[config.mk]
export PLATFORM = sky130hd
export DESIGN_NAME = cache_opr_done_tracker_flat
export DESIGN_NICKNAME = d
export VERILOG_FILES = /design/src/rtl/cache_opr_done_tracker_if.sv /design/src/rtl/cache_opr_done_tracker.sv /design/src/flat_wrapper.sv
export SDC_FILE = /design/constraint.sdc
export NUM_CORES = 1
export LEC_CHECK = 0
export BUFFER_PORTS_ARGS = -buffer_cell sky130_fd_sc_hd__buf_4
export CAP_MARGIN = 30
export CORE_ASPECT_RATIO = 2
export CORE_MARGIN = 1.5
export CORE_UTILIZATION = 49
export CTS_CLUSTER_DIAMETER = 150
export CTS_CLUSTER_SIZE = 24
export DETAILED_ROUTE_END_ITERATION = 6
export HOLD_SLACK_MARGIN = 0.03
export MAX_ROUTING_LAYER = met4
export PLACE_DENSITY = 0.88
export SYNTH_ARGS = -nofsm -noshare
export SYNTH_HDL_FRONTEND = slang
export SYNTH_SLANG_ARGS = --single-unit
[constraint.sdc]
create_clock -name clk -period 2.73 [get_ports clk]
set_input_delay 0 -clock clk [delete_from_list [all_inputs] [get_ports clk]]
set_output_delay 0 -clock clk [all_outputs]
set_load 0.01 [all_outputs]
[src/rtl/cache_opr_done_tracker_if.sv]
// Sequencing bus between the cache operation controller/operation units
// (master) and the done tracker (slave).
interface cache_opr_done_tracker_if #(
  parameter int unsigned NUM_OPR = 8,
  parameter int unsigned LAT_W   = 10
);
  logic [NUM_OPR-1:0] opr_start;
  logic [NUM_OPR-1:0] opr_done;
  logic               clr_err;
  logic               opr_finished;
  logic               busy;
  logic [3:0]         cur_stage;
  logic [NUM_OPR-1:0] done_mask;
  logic               seq_err;
  logic               timeout_err;
  logic [LAT_W-1:0]   last_latency;
  logic [LAT_W-1:0]   max_latency;

  modport master (
    output opr_start, opr_done, clr_err,
    input  opr_finished, busy, cur_stage, done_mask, seq_err, timeout_err,
           last_latency, max_latency
  );

  modport slave (
    input  opr_start, opr_done, clr_err,
    output opr_finished, busy, cur_stage, done_mask, seq_err, timeout_err,
           last_latency, max_latency
  );
endinterface

[src/rtl/cache_opr_done_tracker.sv]
// Cache operation done tracker: follows the stage start/done handshake in
// strict order, watches every stage for timeout and pulses opr_finished when
// the sequence completes or aborts.
// Optional latency statistics: define OPR_LAT_STATS_EN.
module cache_opr_done_tracker #(
  parameter int unsigned NUM_OPR     = 8,
  parameter int unsigned TIMEOUT_CYC = 32,
  parameter int unsigned TMR_W       = 6,
  parameter int unsigned LAT_W       = 10
) (
  input logic                     clk,
  input logic                     rstb,
  cache_opr_done_tracker_if.slave bus
);
  localparam int unsigned STG_W = 4;

  localparam logic [2:0] S_IDLE = 3'd0;
  localparam logic [2:0] S_RUN  = 3'd1;
  localparam logic [2:0] S_GAP  = 3'd2;
  localparam logic [2:0] S_FIN  = 3'd3;
  localparam logic [2:0] S_ERR  = 3'd4;

  logic [2:0]         state_q, state_d;
  logic [STG_W-1:0]   stage_q, stage_d;
  logic [NUM_OPR-1:0] mask_q, mask_d;
  logic [TMR_W-1:0]   tmr_q, tmr_d;
  logic               fin_q, fin_d;
  logic               busy_q, busy_d;
  logic               seq_err_q, seq_err_d;
  logic               to_err_q, to_err_d;

  logic [NUM_OPR-1:0] cur_oh;
  logic [NUM_OPR-1:0] nxt_oh;
  logic               is_last;
  logic               nxt_last;
  logic               tmr_exp;
  logic               seq_hit;
  logic               to_hit;

  assign cur_oh   = NUM_OPR'(1) << stage_q;
  assign nxt_oh   = NUM_OPR'(1) << (stage_q + STG_W'(1));
  assign is_last  = (stage_q == STG_W'(NUM_OPR - 1));
  assign nxt_last = (stage_q == STG_W'(NUM_OPR - 2));
  assign tmr_exp  = (tmr_q == TMR_W'(TIMEOUT_CYC - 1));

  // Next-state: ordering checks take priority over progress, progress over timeout.
  always_comb begin
    state_d = state_q;
    stage_d = stage_q;
    mask_d  = mask_q;
    tmr_d   = (tmr_q == '1) ? tmr_q : tmr_q + TMR_W'(1);
    seq_hit = 1'b0;
    to_hit  = 1'b0;
    case (state_q)
      S_IDLE: begin
        tmr_d = '0;
        if (bus.opr_start == NUM_OPR'(1)) begin
          stage_d = '0;
          mask_d  = '0;
          if (bus.opr_done[0]) begin
            mask_d[0] = 1'b1;
            state_d   = (NUM_OPR == 1) ? S_FIN : S_GAP;
          end else begin
            state_d = S_RUN;
          end
        end else if (bus.opr_start != '0) begin
          seq_hit = 1'b1;
        end
      end
      S_RUN: begin
        if ((bus.opr_start != '0) || ((bus.opr_done & ~cur_oh) != '0)) begin
          seq_hit = 1'b1;
          state_d = S_ERR;
        end else if ((bus.opr_done & cur_oh) != '0) begin
          mask_d  = mask_q | cur_oh;
          tmr_d   = '0;
          state_d = is_last ? S_FIN : S_GAP;
        end else if (tmr_exp) begin
          to_hit  = 1'b1;
          state_d = S_ERR;
        end
      end
      S_GAP: begin
        // A done in GAP is legal only together with the matching next start.
        if (((bus.opr_start & ~nxt_oh) != '0) ||
            ((bus.opr_done & ~(bus.opr_start & nxt_oh)) != '0)) begin
          seq_hit = 1'b1;
          state_d = S_ERR;
        end else if ((bus.opr_start & nxt_oh) != '0) begin
          stage_d = stage_q + STG_W'(1);
          tmr_d   = '0;
          if ((bus.opr_done & nxt_oh) != '0) begin
            mask_d  = mask_q | nxt_oh;
            state_d = nxt_last ? S_FIN : S_GAP;
          end else begin
            state_d = S_RUN;
          end
        end else if (tmr_exp) begin
          to_hit  = 1'b1;
          state_d = S_ERR;
        end
      end
      S_FIN, S_ERR: begin
        tmr_d   = '0;
        state_d = S_IDLE;
      end
      default: begin
        tmr_d   = '0;
        state_d = S_IDLE;
      end
    endcase
    fin_d     = (state_d == S_FIN) || (state_d == S_ERR);
    busy_d    = (state_d == S_RUN) || (state_d == S_GAP);
    seq_err_d = (seq_err_q & ~bus.clr_err) | seq_hit;
    to_err_d  = (to_err_q & ~bus.clr_err) | to_hit;
  end

  // State and registered outputs.
  always_ff @(posedge clk or negedge rstb) begin
    if (!rstb) begin
      state_q   <= S_IDLE;
      stage_q   <= '0;
      mask_q    <= '0;
      tmr_q     <= '0;
      fin_q     <= 1'b0;
      busy_q    <= 1'b0;
      seq_err_q <= 1'b0;
      to_err_q  <= 1'b0;
    end else begin
      state_q   <= state_d;
      stage_q   <= stage_d;
      mask_q    <= mask_d;
      tmr_q     <= tmr_d;
      fin_q     <= fin_d;
      busy_q    <= busy_d;
      seq_err_q <= seq_err_d;
      to_err_q  <= to_err_d;
    end
  end

  assign bus.opr_finished = fin_q;
  assign bus.busy         = busy_q;
  assign bus.cur_stage    = stage_q;
  assign bus.done_mask    = mask_q;
  assign bus.seq_err      = seq_err_q;
  assign bus.timeout_err  = to_err_q;

`ifdef OPR_LAT_STATS_EN
  logic [LAT_W-1:0] lat_q, lat_d;
  logic [LAT_W-1:0] last_q, last_d;
  logic [LAT_W-1:0] max_q, max_d;

  // Latency counts the first active cycle through the FIN cycle; errors publish nothing.
  always_comb begin
    lat_d  = lat_q;
    last_d = last_q;
    max_d  = max_q;
    if (state_q == S_IDLE) begin
      if (state_d != S_IDLE) lat_d = LAT_W'(1);
    end else if ((state_q == S_RUN) || (state_q == S_GAP)) begin
      lat_d = (lat_q == '1) ? lat_q : lat_q + LAT_W'(1);
    end
    if (state_d == S_FIN) begin
      last_d = lat_d;
      if (lat_d > max_q) max_d = lat_d;
    end
  end

  // Latency statistics registers.
  always_ff @(posedge clk or negedge rstb) begin
    if (!rstb) begin
      lat_q  <= '0;
      last_q <= '0;
      max_q  <= '0;
    end else begin
      lat_q  <= lat_d;
      last_q <= last_d;
      max_q  <= max_d;
    end
  end

  assign bus.last_latency = last_q;
  assign bus.max_latency  = max_q;
`else
  assign bus.last_latency = '0;
  assign bus.max_latency  = '0;
`endif
endmodule
[src/flat_wrapper.sv]
// flat-port wrapper written by rule: the top's interface ports become plain ports
module cache_opr_done_tracker_flat 
#(
  parameter int unsigned NUM_OPR     = 8,
  parameter int unsigned TIMEOUT_CYC = 32,
  parameter int unsigned TMR_W       = 6,
  parameter int unsigned LAT_W       = 10
)
  (clk, rstb, bus_opr_start, bus_opr_done, bus_clr_err, bus_opr_finished, bus_busy, bus_cur_stage, bus_done_mask, bus_seq_err, bus_timeout_err, bus_last_latency, bus_max_latency);
  cache_opr_done_tracker_if #(.NUM_OPR(NUM_OPR), .LAT_W(LAT_W)) bus_i ();
  input logic clk;
  input logic rstb;
  input wire logic [$bits(bus_i.opr_start)-1:0] bus_opr_start;
  input wire logic [$bits(bus_i.opr_done)-1:0] bus_opr_done;
  input wire logic [$bits(bus_i.clr_err)-1:0] bus_clr_err;
  output wire logic [$bits(bus_i.opr_finished)-1:0] bus_opr_finished;
  output wire logic [$bits(bus_i.busy)-1:0] bus_busy;
  output wire logic [$bits(bus_i.cur_stage)-1:0] bus_cur_stage;
  output wire logic [$bits(bus_i.done_mask)-1:0] bus_done_mask;
  output wire logic [$bits(bus_i.seq_err)-1:0] bus_seq_err;
  output wire logic [$bits(bus_i.timeout_err)-1:0] bus_timeout_err;
  output wire logic [$bits(bus_i.last_latency)-1:0] bus_last_latency;
  output wire logic [$bits(bus_i.max_latency)-1:0] bus_max_latency;
  assign bus_i.opr_start = bus_opr_start;
  assign bus_i.opr_done = bus_opr_done;
  assign bus_i.clr_err = bus_clr_err;
  assign bus_opr_finished = bus_i.opr_finished;
  assign bus_busy = bus_i.busy;
  assign bus_cur_stage = bus_i.cur_stage;
  assign bus_done_mask = bus_i.done_mask;
  assign bus_seq_err = bus_i.seq_err;
  assign bus_timeout_err = bus_i.timeout_err;
  assign bus_last_latency = bus_i.last_latency;
  assign bus_max_latency = bus_i.max_latency;
  cache_opr_done_tracker #(.NUM_OPR(NUM_OPR), .TIMEOUT_CYC(TIMEOUT_CYC), .TMR_W(TMR_W), .LAT_W(LAT_W)) u_core (.clk(clk), .rstb(rstb), .bus(bus_i));
endmodule
### Word level (Yosys, flattened, before mapping)

Cells that the tools add are included.

| operators by class | value |
|---|---|
| $add $sub $neg | 2 |
| multipliers | 0 |
| divide/modulo/power cells | 0 |
| $lt $le $gt $ge | 0 |
| equality and inequality tests | 17 |
| shifts and indexed selects | 2 |
| mux-type cells | 40 |
| bitwise logic cells | 16 |
| reductions and logical operators | 16 |

Operators with widths:

| operator | number |
|---|---|
| $reduce_bool 8->1 | 7 |
| $and 8x8->8 | 6 |
| $mux 8 | 6 |
| $mux 6 | 5 |
| $not 8->8 | 3 |
| $pmux 8 s3 | 1 |
| $mux 3 | 7 |
| $or 8x8->8 | 2 |
| $shl 1x4->8 const A | 2 |
| $mux 1 | 12 |
| $mux 4 | 3 |
| $pmux 6 s2 | 1 |
| $eq 3x2->1 const B | 3 |
| $pmux 3 s3 | 1 |
| $eq 4x3->1 const B | 2 |
| $eq 8x1->1 const B | 1 |
| $ne 2x1->1 const B | 4 |
| $pmux 4 s2 | 1 |
| $reduce_and 7->1 | 1 |
| $add 6x1->6 const B | 1 |
| $eq 3x1->1 const B | 2 |
| $eq 6x5->1 const B | 1 |
| $eq 6x6->1 const B | 1 |
| $add 4x1->4 const B | 1 |
| other kinds (13) | 19 |

| storage, ports and cells | value |
|---|---|
| register bits after elaboration | 25 |
| bits in latches | 0 |
| memory bits (writable) | 0 |
| ROM bits | 0 |
| input port bits | 19 |
| output and inout port bits | 36 |
| word-level logic and storage cells | 101 |
| memories kept | 0 |

### Longest topological paths before layout

Gate-level depths: netlist of run 1.

| logic depth | value |
|---|---|
| depth in word-level cells | 11 |
| gate-level depth with buffers | 12 |
| gate-level depth less buffers | 9 |

### Worst setup path before layout of run 1

Ideal clock, no wire load.

| timing | value |
|---|---|
| path type | reg-to-reg |
| start | register u_core.stage_q[0] (netlist: u_core.bus.cur_stage[0]) |
| end | register u_core.fin_q (netlist: u_core.bus.opr_finished) |
| setup time | 0.138 ns |
| data arrival time | 2.625 ns |
| required time | 2.592 ns |
| slack | -0.033 ns |
| stages on the path, launching flop included | 10 |
| path buffers | 2 |
| period minus slack after synthesis | 2.763 ns |
| path through | dfrtp_1 > ha_1 > ha_1 > buf_2 > clkbuf_1 > nand4b_1 > a2111oi_4 > nand2_1 > a2111oi_2 > mux2i_1 |

| on the way | value |
|---|---|
| longest elaborated chain between the ends | 11 |
| elaborated cells between the ends (all ways) | 33 |
| classes of those cells | add/sub: 1; eq/ne: 4; shift: 2; mux: 8; bitwise: 9; reduce/logical: 9 |

RTL lines:

| what | line | source |
|---|---|---|
| start: declaration | cache_opr_done_tracker.sv:24 | `logic [STG_W-1:0] stage_q, stage_d;` |
| start signal: assignment | cache_opr_done_tracker.sv:131 | `stage_q <= stage_d;` |
| $add 4x1->4 | cache_opr_done_tracker.sv:41 | `assign nxt_oh = NUM_OPR'(1) << (stage_q + STG_W'(1));` |
| $shl 1x4->8 | cache_opr_done_tracker.sv:41 |  |
| $and 8x8->8 | cache_opr_done_tracker.sv:86, cache_opr_done_tracker.sv:89 |  |
| $not 8->8 | cache_opr_done_tracker.sv:86 | `((bus.opr_done & ~(bus.opr_start & nxt_oh)) != '0)) begin` |
| $and 8x8->8 | cache_opr_done_tracker.sv:86 |  |
| $reduce_bool 8->1 | cache_opr_done_tracker.sv:86 |  |
| $logic_or 1x1->1 | cache_opr_done_tracker.sv:85 | `if (((bus.opr_start & ~nxt_oh) != '0) \|\|` |
| $mux 3 | cache_opr_done_tracker.sv:85 |  |
| $pmux 3 s3 * | cache_opr_done_tracker.sv:54 | `case (state_q)` |
| $eq 3x2->1 or $eq 3x3->1 (tied branches) | cache_opr_done_tracker.sv:112 | `fin_d = (state_d == S_FIN) \|\| (state_d == S_ERR);` |
| $logic_or 1x1->1 * | cache_opr_done_tracker.sv:112 |  |
| via u_core.fin_d | cache_opr_done_tracker.sv:27 | `logic fin_q, fin_d;` |
| end signal: assignment | cache_opr_done_tracker.sv:134 | `fin_q <= fin_d;` |
| end: declaration | cache_opr_done_tracker.sv:27 |  |

The timed path passes the listed nets; every way through them passes the cells marked *.
A chain may end at the register's enable or synchronous reset.

### Worst setup path after layout of run 1

Same ends and word-level chain as after synthesis.

==> results of run 1 <==
## critical path: cells and delay by family, from the launching register on
| family | cells | cell delay [ps] |
|---|---|---|
| xor gates and xnor gates | 1 | 200 |
| muxes | 1 | 130 |
| buffers and inverters | 1 | 160 |
| and+or+nand+nor | 2 | 480 |
| DFF | 1 | 390 |
| AOI/OAI and AO/OA | 3 | 1110 |
## synthesized netlist by cell type, drive strengths merged (3+ instances only)
cell type,number
inv,11
xnor2,5
nor3,5
nand3,13
mux2,3
nor2,27
and3,5
a21oi,11
a22o,3
a31o,5
nand4b,5
o22ai,3
a31oi,11
dfrtp,25
clkbuf,8
and2,3
nor2b,4
a221oi,3
mux2i,8
nor4,3
a32o,9
buf,26
nand3b,3
o21ai,6
nand2,19
ha,8
## how the worst min path moves through the flow
stage,cells past startpoint,slack [ps],startpoint,endpoint
3_3_place_gp,1,-90,rstb,u_core.bus.done_mask[2]
4_1_cts,2,170,rstb,u_core.bus.done_mask[1]
6_report,2,180,rstb,u_core.bus.done_mask[1]
5_1_grt,2,210,rstb,u_core.bus.done_mask[2]
3_5_place_dp,1,-80,rstb,u_core.bus.done_mask[1]
2_1_floorplan,0,-300,rstb,u_core.bus.busy
## layout make-up
| cell class | count | area, um2 |
|---|---|---|
| clock buffers | 4 | 45.0 |
| fillers | 406 | 1760 |
| inverters | 11 | 41.3 |
| multi-input cells | 209 | 1550 |
| flip-flops and latches | 25 | 626 |
| well taps | 55 | 68.8 |
| repair buffers | 61 | 463 |
## kinds of logic (layout without fill, tap and decap cells)
| kind of cell | count (synthesis) | count (layout) | share of synthesized area (%) |
|---|---|---|---|
| simple gates | 92 | 92 | 22.5 |
| compound gates | 72 | 72 | 25.8 |
| buf+inv | 45 | 76 | 11.5 |
| flops | 25 | 25 | 27.3 |
| mux | 11 | 11 | 4.97 |
| fa+ha+maj | 8 | 8 | 4.37 |
| xor+xnor | 6 | 6 | 3.44 |
| other cells | 1 | 20 | 0.164 |
## per-stage QoR
stage          setup TNS (ps)  hold slack (ps)
2_1_floorplan               0             -296
3_3_place_gp                0            -87.6
3_5_place_dp             -124            -83.2
4_1_cts                     0              170
5_1_grt                 -30.6              210
6_report                    0              175
## flip-flops by register name (all words and copies together) (netlist names)
| signal | count |
|---|---|
| u_core.bus.busy | 1 |
| u_core.bus.cur_stage | 4 |
| u_core.bus.done_mask | 8 |
| u_core.bus.opr_finished | 1 |
| u_core.bus.seq_err | 1 |
| u_core.bus.timeout_err | 1 |
| u_core.state_q | 3 |
| u_core.tmr_q | 6 |
## power by group
part           switching [uW]  internal [uW]  total, uW  leakage, uW
Clock                     114            104        219    0.0000228
Combinational             101           64.9        166     0.000879
Sequential               6.18            373        380     0.000340
## what timing repair did
item | in CTS | in global routing
setup endpoints to repair | 5 | 23
endpoints found under the hold margin | 26 | 0
gates resized for setup | 2 | 12
hold buffers | 2 | 0
cloned | 0 | 0
## layer usage
layer	vias up	share of wire (%)
met1	1135	33
met5	-	0
met4	0	6.2
met3	46	5.5
li1	1040	-
met2	148	56
==> flow_summary.yaml, run 1 <==
timing:
  post-route-min-period_ps: 2600
  worst_pin_slew_ps: 643
  finalSetupViolCount: 0
  slew_headroom_pct: 57.1
  fin_crit_sh_pct: 95.1
  finalWorstSetupSlack_ps: 134
  max_freq_ghz: 0.385
  final_hold_viol_count: 0
  slew_violations: 0
  fin_worst_skew_ps: 1.40
logic_synthesis:
  yosys-top-cells-area: "dfrtp_1 (27%), buf_4 (6.6%), ha_1 (4.4%)"
  synth_largest_area_cell: "dfrtp_1"
  synth_edf_count: 0
  syn_inst: 260
  async_flop_share_pct: 100
  ys_ff_latch: 25
  syn_area_um2: 2290
  ys_warn_count: 0
  synth_top_cell_area_share_pct: 27.3
  ys_seq_area_share_pct: 27.3
  syn_area_per_cell_um2: 8.82
  synth_ff_type: "dfrtp_1"
  synth_cell_type_count: 64
power_and_ir_drop:
  total_power_uw: 764
  p_leak_uw: 0.00124
  worst_ir_drop_vdd_v: 0.000373
  powerDensity_nw_per_um2: 273
critical_path:
  r2r_end: "u_core.bus.opr_finished"
  cp_max_fo: 6
  critPathCaptureType: "flip-flop"
  start_kind: "flip-flop"
  r2r-start: "u_core.bus.cur_stage[0]"
  critPathKind: "reg2reg"
  worstPathArrival_ps: 2740
  crit_end: "u_core.bus.opr_finished"
  startpoint: "u_core.bus.cur_stage[0]"
  ff2ff_path_depth: 8
  critPathRequiredTime_ps: 2870
  rrSetupSlack_ps: 130
  slowest_delay_ps: 400
  crit_chain: "buf_4 > and3_2 > xnor2_4 > o31a_1 > a2111oi_4 > nand2_1 > a2111oi_4 > mux2i_1"
  cpMostUsedCell: "a2111oi_4"
  crit_slowest_cell: "a2111oi_4"
floorplan:
  core_um2: 4550
  start_util_pct: 50.3
  num_io_pins: 55
  dieArea_um2: 5120
  rows: 35
  fp.dieH_um: 99.7
  die_w_um: 51.4
detailed_routing:
  antenna_left: 0
  routed_wl_mm: 7.00
  vias_per_cell: 6.49
  wl_per_cell_um: 19.2
  drcViolationCount: 0
  dr.pass1.iters: 4
  drt_iter0_drc: 166
  num_vias: 2369
clock_tree:
  cts_setup_buffers: 0
  cts_root_buffer: "clkbuf_8"
  htreeDepth: 1
  cts_buffer_depth: 2
  numCtsBuffers: 3
  cts_tree: "yes"
  insertion_delay_ps: 270
  path_clk_slew_ps: 80
  clock-sinks: 25
final_layout:
  n_antenna_cell: 0
  synthToLayoutAreaGrowth_pct: 21.9
  final_area_um2: 2800
  final_cell_mix: "buf_4 (59), nor2_1 (26), dfrtp_1 (25)"
  layout.nets: 338
  fin_util_pct: 61.4
  drive_above_1_share_pct: 29.7
  final_cells: 365
  layout_commonest_cell: "buf_4"
global_routing:
  grt_util_met1_pct: 28.6
  grt_use_total_pct: 28.8
  overflow: 0
  grt_util_met3_pct: 2.85
  grt_max_degree: 26
  grt.busiest_layer: "met2"
  grt_pass1_wl_mm: 10.9
  grt_pass1_vias: 2251
  antenna_found_initial: 0
  grtUsageMet2_pct: 51.6
outcome:
  run_status: "finished, final reports clean"
placement:
  dp_hpwl_mm: 5.25
  pre_cts_slack_ps: -80.4
  gp_congestion: 0.946
  placed_cell_area_um2: 2650
  io_buffers: 34
  dpl.cell_count: 359
min_path:
  hp-class: "in2async"
run:
  cap_violations: 0
(Power assumes the default switching activity.)
==> run 2: changes to the inputs <==
--- a/config.mk
+++ b/config.mk
@@ -8,14 +8,14 @@
 export BUFFER_PORTS_ARGS = -buffer_cell sky130_fd_sc_hd__buf_4
 export CAP_MARGIN = 30
 export CORE_ASPECT_RATIO = 2
-export CORE_MARGIN = 1.5
-export CORE_UTILIZATION = 49
+export CORE_MARGIN = 10
+export CORE_UTILIZATION = 36
 export CTS_CLUSTER_DIAMETER = 150
 export CTS_CLUSTER_SIZE = 24
 export DETAILED_ROUTE_END_ITERATION = 6
 export HOLD_SLACK_MARGIN = 0.03
 export MAX_ROUTING_LAYER = met4
-export PLACE_DENSITY = 0.88
+export PLACE_DENSITY = 0.71
 export SYNTH_ARGS = -nofsm -noshare
 export SYNTH_HDL_FRONTEND = slang
 export SYNTH_SLANG_ARGS = --single-unit
==> flow_summary.yaml, run 2 (synthesized netlist as in run 1, its figures left out) <==
power_and_ir_drop:
  p_leak_uw: 0.00130
  worst_ir_drop_vdd_v: 0.000360
  powerDensity_nw_per_um2: 301
  total_power_uw: 869
critical_path:
  cp_max_fo: 6
  r2r_end: "u_core.bus.cur_stage[2]"
  critPathRequiredTime_ps: 2880
  ff2ff_path_depth: 8
  start_kind: "flip-flop"
  critPathCaptureType: "flip-flop"
  r2r-start: "u_core.bus.cur_stage[0]"
  rrSetupSlack_ps: 150
  worstPathArrival_ps: 2730
  critPathKind: "reg2reg"
  startpoint: "u_core.bus.cur_stage[0]"
detailed_routing:
  dr.pass1.iters: 4
  routed_wl_mm: 7.42
  drcViolationCount: 0
  antenna_left: 0
  vias_per_cell: 5.73
  wl_per_cell_um: 18.7
  num_vias: 2276
  drt_iter0_drc: 160
min_path:
  hp-class: "in2async"
timing:
  fin_worst_skew_ps: 1.28
  final_hold_viol_count: 0
  finalSetupViolCount: 0
  fin_crit_sh_pct: 94.4
  max_freq_ghz: 0.388
  slew_headroom_pct: 54.0
  slew_violations: 0
  finalWorstSetupSlack_ps: 153
  worst_pin_slew_ps: 690
  rsz0062_at_grt: "no"
  post-route-min-period_ps: 2580
clock_tree:
  numCtsBuffers: 3
  htreeDepth: 1
  clock-sinks: 25
  cts_buffer_depth: 2
  cts_root_buffer: "clkbuf_16"
  cts_tree: "yes"
  path_clk_slew_ps: 60
  insertion_delay_ps: 260
final_layout:
  layout_commonest_cell: "buf_4"
  largest_reg_flops: 8
  drive_above_1_share_pct: 30.5
  synthToLayoutAreaGrowth_pct: 26.1
  n_antenna_cell: 0
  final_area_um2: 2890
  fin_util_pct: 46.2
  layout.nets: 339
  final_cell_mix: "buf_4 (60), nor2_1 (26), dfrtp_1 (25)"
floorplan:
  start_util_pct: 36.6
  num_io_pins: 55
  core_um2: 6260
  dieArea_um2: 10200
  fp.dieH_um: 133
  die_w_um: 76.4
  rows: 41
placement:
  io_buffers: 34
  gp_congestion: 0.964
  dp_hpwl_mm: 6.02
  pre_cts_slack_ps: -161
  placed_cell_area_um2: 2690
global_routing:
  grt_pass1_wl_mm: 12.2
  antenna_found_initial: 0
  grt_use_total_pct: 14.8
  overflow: 0
  grt_pass1_vias: 2440
  grt_max_degree: 26
run:
  cap_violations: 0
outcome:
  run_status: "finished, final reports clean"
==> run 2: worst max-delay path by stage <==
stage                                         end  slack [ps]
after global routing      u_core.bus.done_mask[3]          30
after CTS                 u_core.bus.opr_finished           4
after detailed placement  u_core.bus.opr_finished        -160
after global placement    u_core.bus.opr_finished        -120
after floorplan           u_core.bus.opr_finished          30
final                     u_core.bus.cur_stage[2]         150
==> run 2: what timing repair did <==
action	CTS	global route
endpoints found under the setup margin	14	22
endpoints found under the hold margin	26	0
buffers inserted	0	2
gates resized for setup	5	12
hold buffers	2	0
pin swaps	0	4
==> run 2: through the flow <==
| step | setup TNS, ps | hold slack (ps) | cells |
|---|---|---|---|
| floorplan | 0 | -296 | 279 |
| global placement | -179 | -83.6 | 389 |
| detailed placement | -341 | -82.3 | 389 |
| CTS | 0 | 186 | 395 |
| global route | 0 | 215 | 397 |
| finish | 0 | 175 | 397 |
==> run 2: final cells by class <==
class | count | area, um2
Timing Repair Buffer | 62 | 470
Fill cell | 640 | 3370
Sequential cell | 25 | 626
Clock inverter | 1 | 5.00
Multi-Input combinational cell | 209 | 1570
Tap cell | 86 | 108
Clock buffer | 3 | 75.1
Inverter | 11 | 41.3
==> run 2: power breakdown <==
part           internal [uW]  switching, uW  leakage (uW)
Clock                    197            125     0.0000409
Combinational           67.6           99.1      0.000915
Sequential               374           6.33      0.000340
==> run 2: worst max-delay path, stage by stage (launching register included) <==
cell and delay, ps:
dfrtp_1 380, buf_4 160, and3_2 310, xnor2_4 250, nand4b_1 200, a2111oi_4 470
and3_4 300, nand3b_1 140, a31o_1 260
==> run 2: per-layer routing <==
metal	share of wire, %	vias up	wire, um	GRT usage (%)
met1	33	1085	2440	13.0
li1	-	1037	-	-
met3	5.7	44	420	2.24
met2	55	110	4120	28.0
met4	6.0	0	446	10.1
met5	0	-	0	-
==> run 3: changes to the inputs <==
--- a/config.mk
+++ b/config.mk
@@ -5,7 +5,7 @@
 export SDC_FILE = /design/constraint.sdc
 export NUM_CORES = 1
 export LEC_CHECK = 0
-export BUFFER_PORTS_ARGS = -buffer_cell sky130_fd_sc_hd__buf_4
+export BUFFER_PORTS_ARGS = -buffer_cell sky130_fd_sc_hd__buf_2
 export CAP_MARGIN = 30
 export CORE_ASPECT_RATIO = 2
 export CORE_MARGIN = 10
==> flow_summary.yaml, run 3 (synthesized netlist as in run 1, its figures left out) <==
outcome:
  run_status: "finished, final reports clean"
placement:
  placed_cell_area_um2: 2580
  dpl.cell_count: 386
  io_buffers: 34
  dp_hpwl_mm: 5.96
  gp_congestion: 1.02
detailed_routing:
  wl_per_cell_um: 18.6
  drcViolationCount: 0
  drt_iter0_drc: 133
  routed_wl_mm: 7.33
  dr.pass1.iters: 4
  antenna_left: 0
  vias_per_cell: 5.70
  num_vias: 2241
power_and_ir_drop:
  total_power_uw: 846
  p_leak_uw: 0.00122
  powerDensity_nw_per_um2: 308
  worst_ir_drop_vdd_v: 0.000275
floorplan:
  die_w_um: 76.4
  core_um2: 6260
  start_util_pct: 36.6
  fp.dieH_um: 133
  num_io_pins: 55
  rows: 41
  dieArea_um2: 10200
global_routing:
  grt_use_total_pct: 14.4
  grt_pass1_vias: 2393
  grt_pass1_wl_mm: 11.9
  overflow: 0
  antenna_found_initial: 0
  grt_max_degree: 26
timing:
  slew_violations: 0
  final_hold_viol_count: 0
  slew_headroom_pct: 56.4
  fin_crit_sh_pct: 96.3
  fin_worst_skew_ps: 2.19
  max_freq_ghz: 0.380
  post-route-min-period_ps: 2630
  worst_pin_slew_ps: 655
  finalSetupViolCount: 0
  hold_ws_ps: 268
clock_tree:
  numCtsBuffers: 3
  htreeDepth: 1
  cts_buffer_depth: 2
  cts_tree: "yes"
  clock-sinks: 25
  cts_root_buffer: "clkbuf_16"
  insertion_delay_ps: 250
  path_clk_slew_ps: 60
critical_path:
  cp_max_fo: 12
  critPathCaptureType: "flip-flop"
  start_kind: "flip-flop"
  critPathKind: "reg2reg"
  critPathRequiredTime_ps: 2860
  worstPathArrival_ps: 2760
min_path:
  hp-class: "in2async"
run:
  cap_violations: 0
final_layout:
  layout_commonest_cell: "buf_2"
  n_fill_cell: 655
  synthToLayoutAreaGrowth_pct: 19.8
  largest_reg_flops: 8
  final_cells: 393
  layout.nets: 335
  final_cell_mix: "buf_2 (34), nor2_1 (26), dfrtp_1 (25)"
  n_antenna_cell: 0
  final_area_um2: 2750
  drive_above_1_share_pct: 29.0
-- run 3: layout make-up --
type	instances	area, um2	area share (%)
Multi-Input combinational cell	209	1540	56.0
Clock buffer	4	78.8	2.87
Timing Repair Buffer	58	355	12.9
Tap cell	86	108	3.92
Inverter	11	41.3	1.50
Sequential cell	25	626	22.8
-- run 3: where the power goes --
part           switching (uW)  internal [uW]  leakage [uW]  total, uW
Clock                     119            199     0.0000382        318
Sequential               7.06            374      0.000340        381
Combinational            94.8           51.8      0.000844        147
Total                     221            625       0.00122        846
-- run 3: timing repair --
| item | CTS | global route |
|---|---|---|
| pin swaps | 1 | 0 |
| endpoints found under the hold margin | 26 | 0 |
| buffers inserted | 1 | 0 |
| gates resized for setup | 4 | 9 |
| endpoints found under the setup margin | 14 | 16 |
| hold buffers | 2 | 0 |
-- run 3: path summary, 6_finish.rpt --
path                                          from                      end  slack [ps]  depth (start not counted)
min reg2reg                u_core.bus.done_mask[4]  u_core.bus.done_mask[4]         500                          1
max in group asynchronous                     rstb  u_core.bus.cur_stage[2]        2080                          2
max                        u_core.bus.cur_stage[0]          u_core.bus.busy         100                          9
min in group clk                  bus_opr_start[0]  u_core.bus.cur_stage[3]         280                          4
min                                           rstb  u_core.bus.done_mask[1]         270                          2
max reg2reg                u_core.bus.cur_stage[0]          u_core.bus.busy         100                          9
-- run 3: stage by stage --
| stage | utilization (%) | setup TNS (ps) | setup slack (ps) |
|---|---|---|---|
| 2_1_floorplan | - | 0 | 28.7 |
| 3_3_place_gp | 41.2 | -372 | -126 |
| 3_5_place_dp | 41.2 | -480 | -129 |
| 4_1_cts | 43.1 | 0 | 23.0 |
| 5_1_grt | 43.9 | -12.6 | -9.88 |
| 6_report | 43.9 | 0 | 100 |
-- run 3: metal layers --
layer / GRT usage [%] / part of all wire (%)
met1: 13.0 / 35
met3: 2.24 / 4.5
met4: 11.0 / 4.9
met2: 26.3 / 55
met5: - / 0
-- run 3: worst max-delay path, stage by stage, from the launching register on --
cell and delay, ps:
dfrtp_1 380, ha_1 250, ha_4 360, mux2_2 350, a22oi_1 240, a21oi_2 150, a21oi_1 240, a31oi_1 100
a31o_2 310, xnor2_1 130
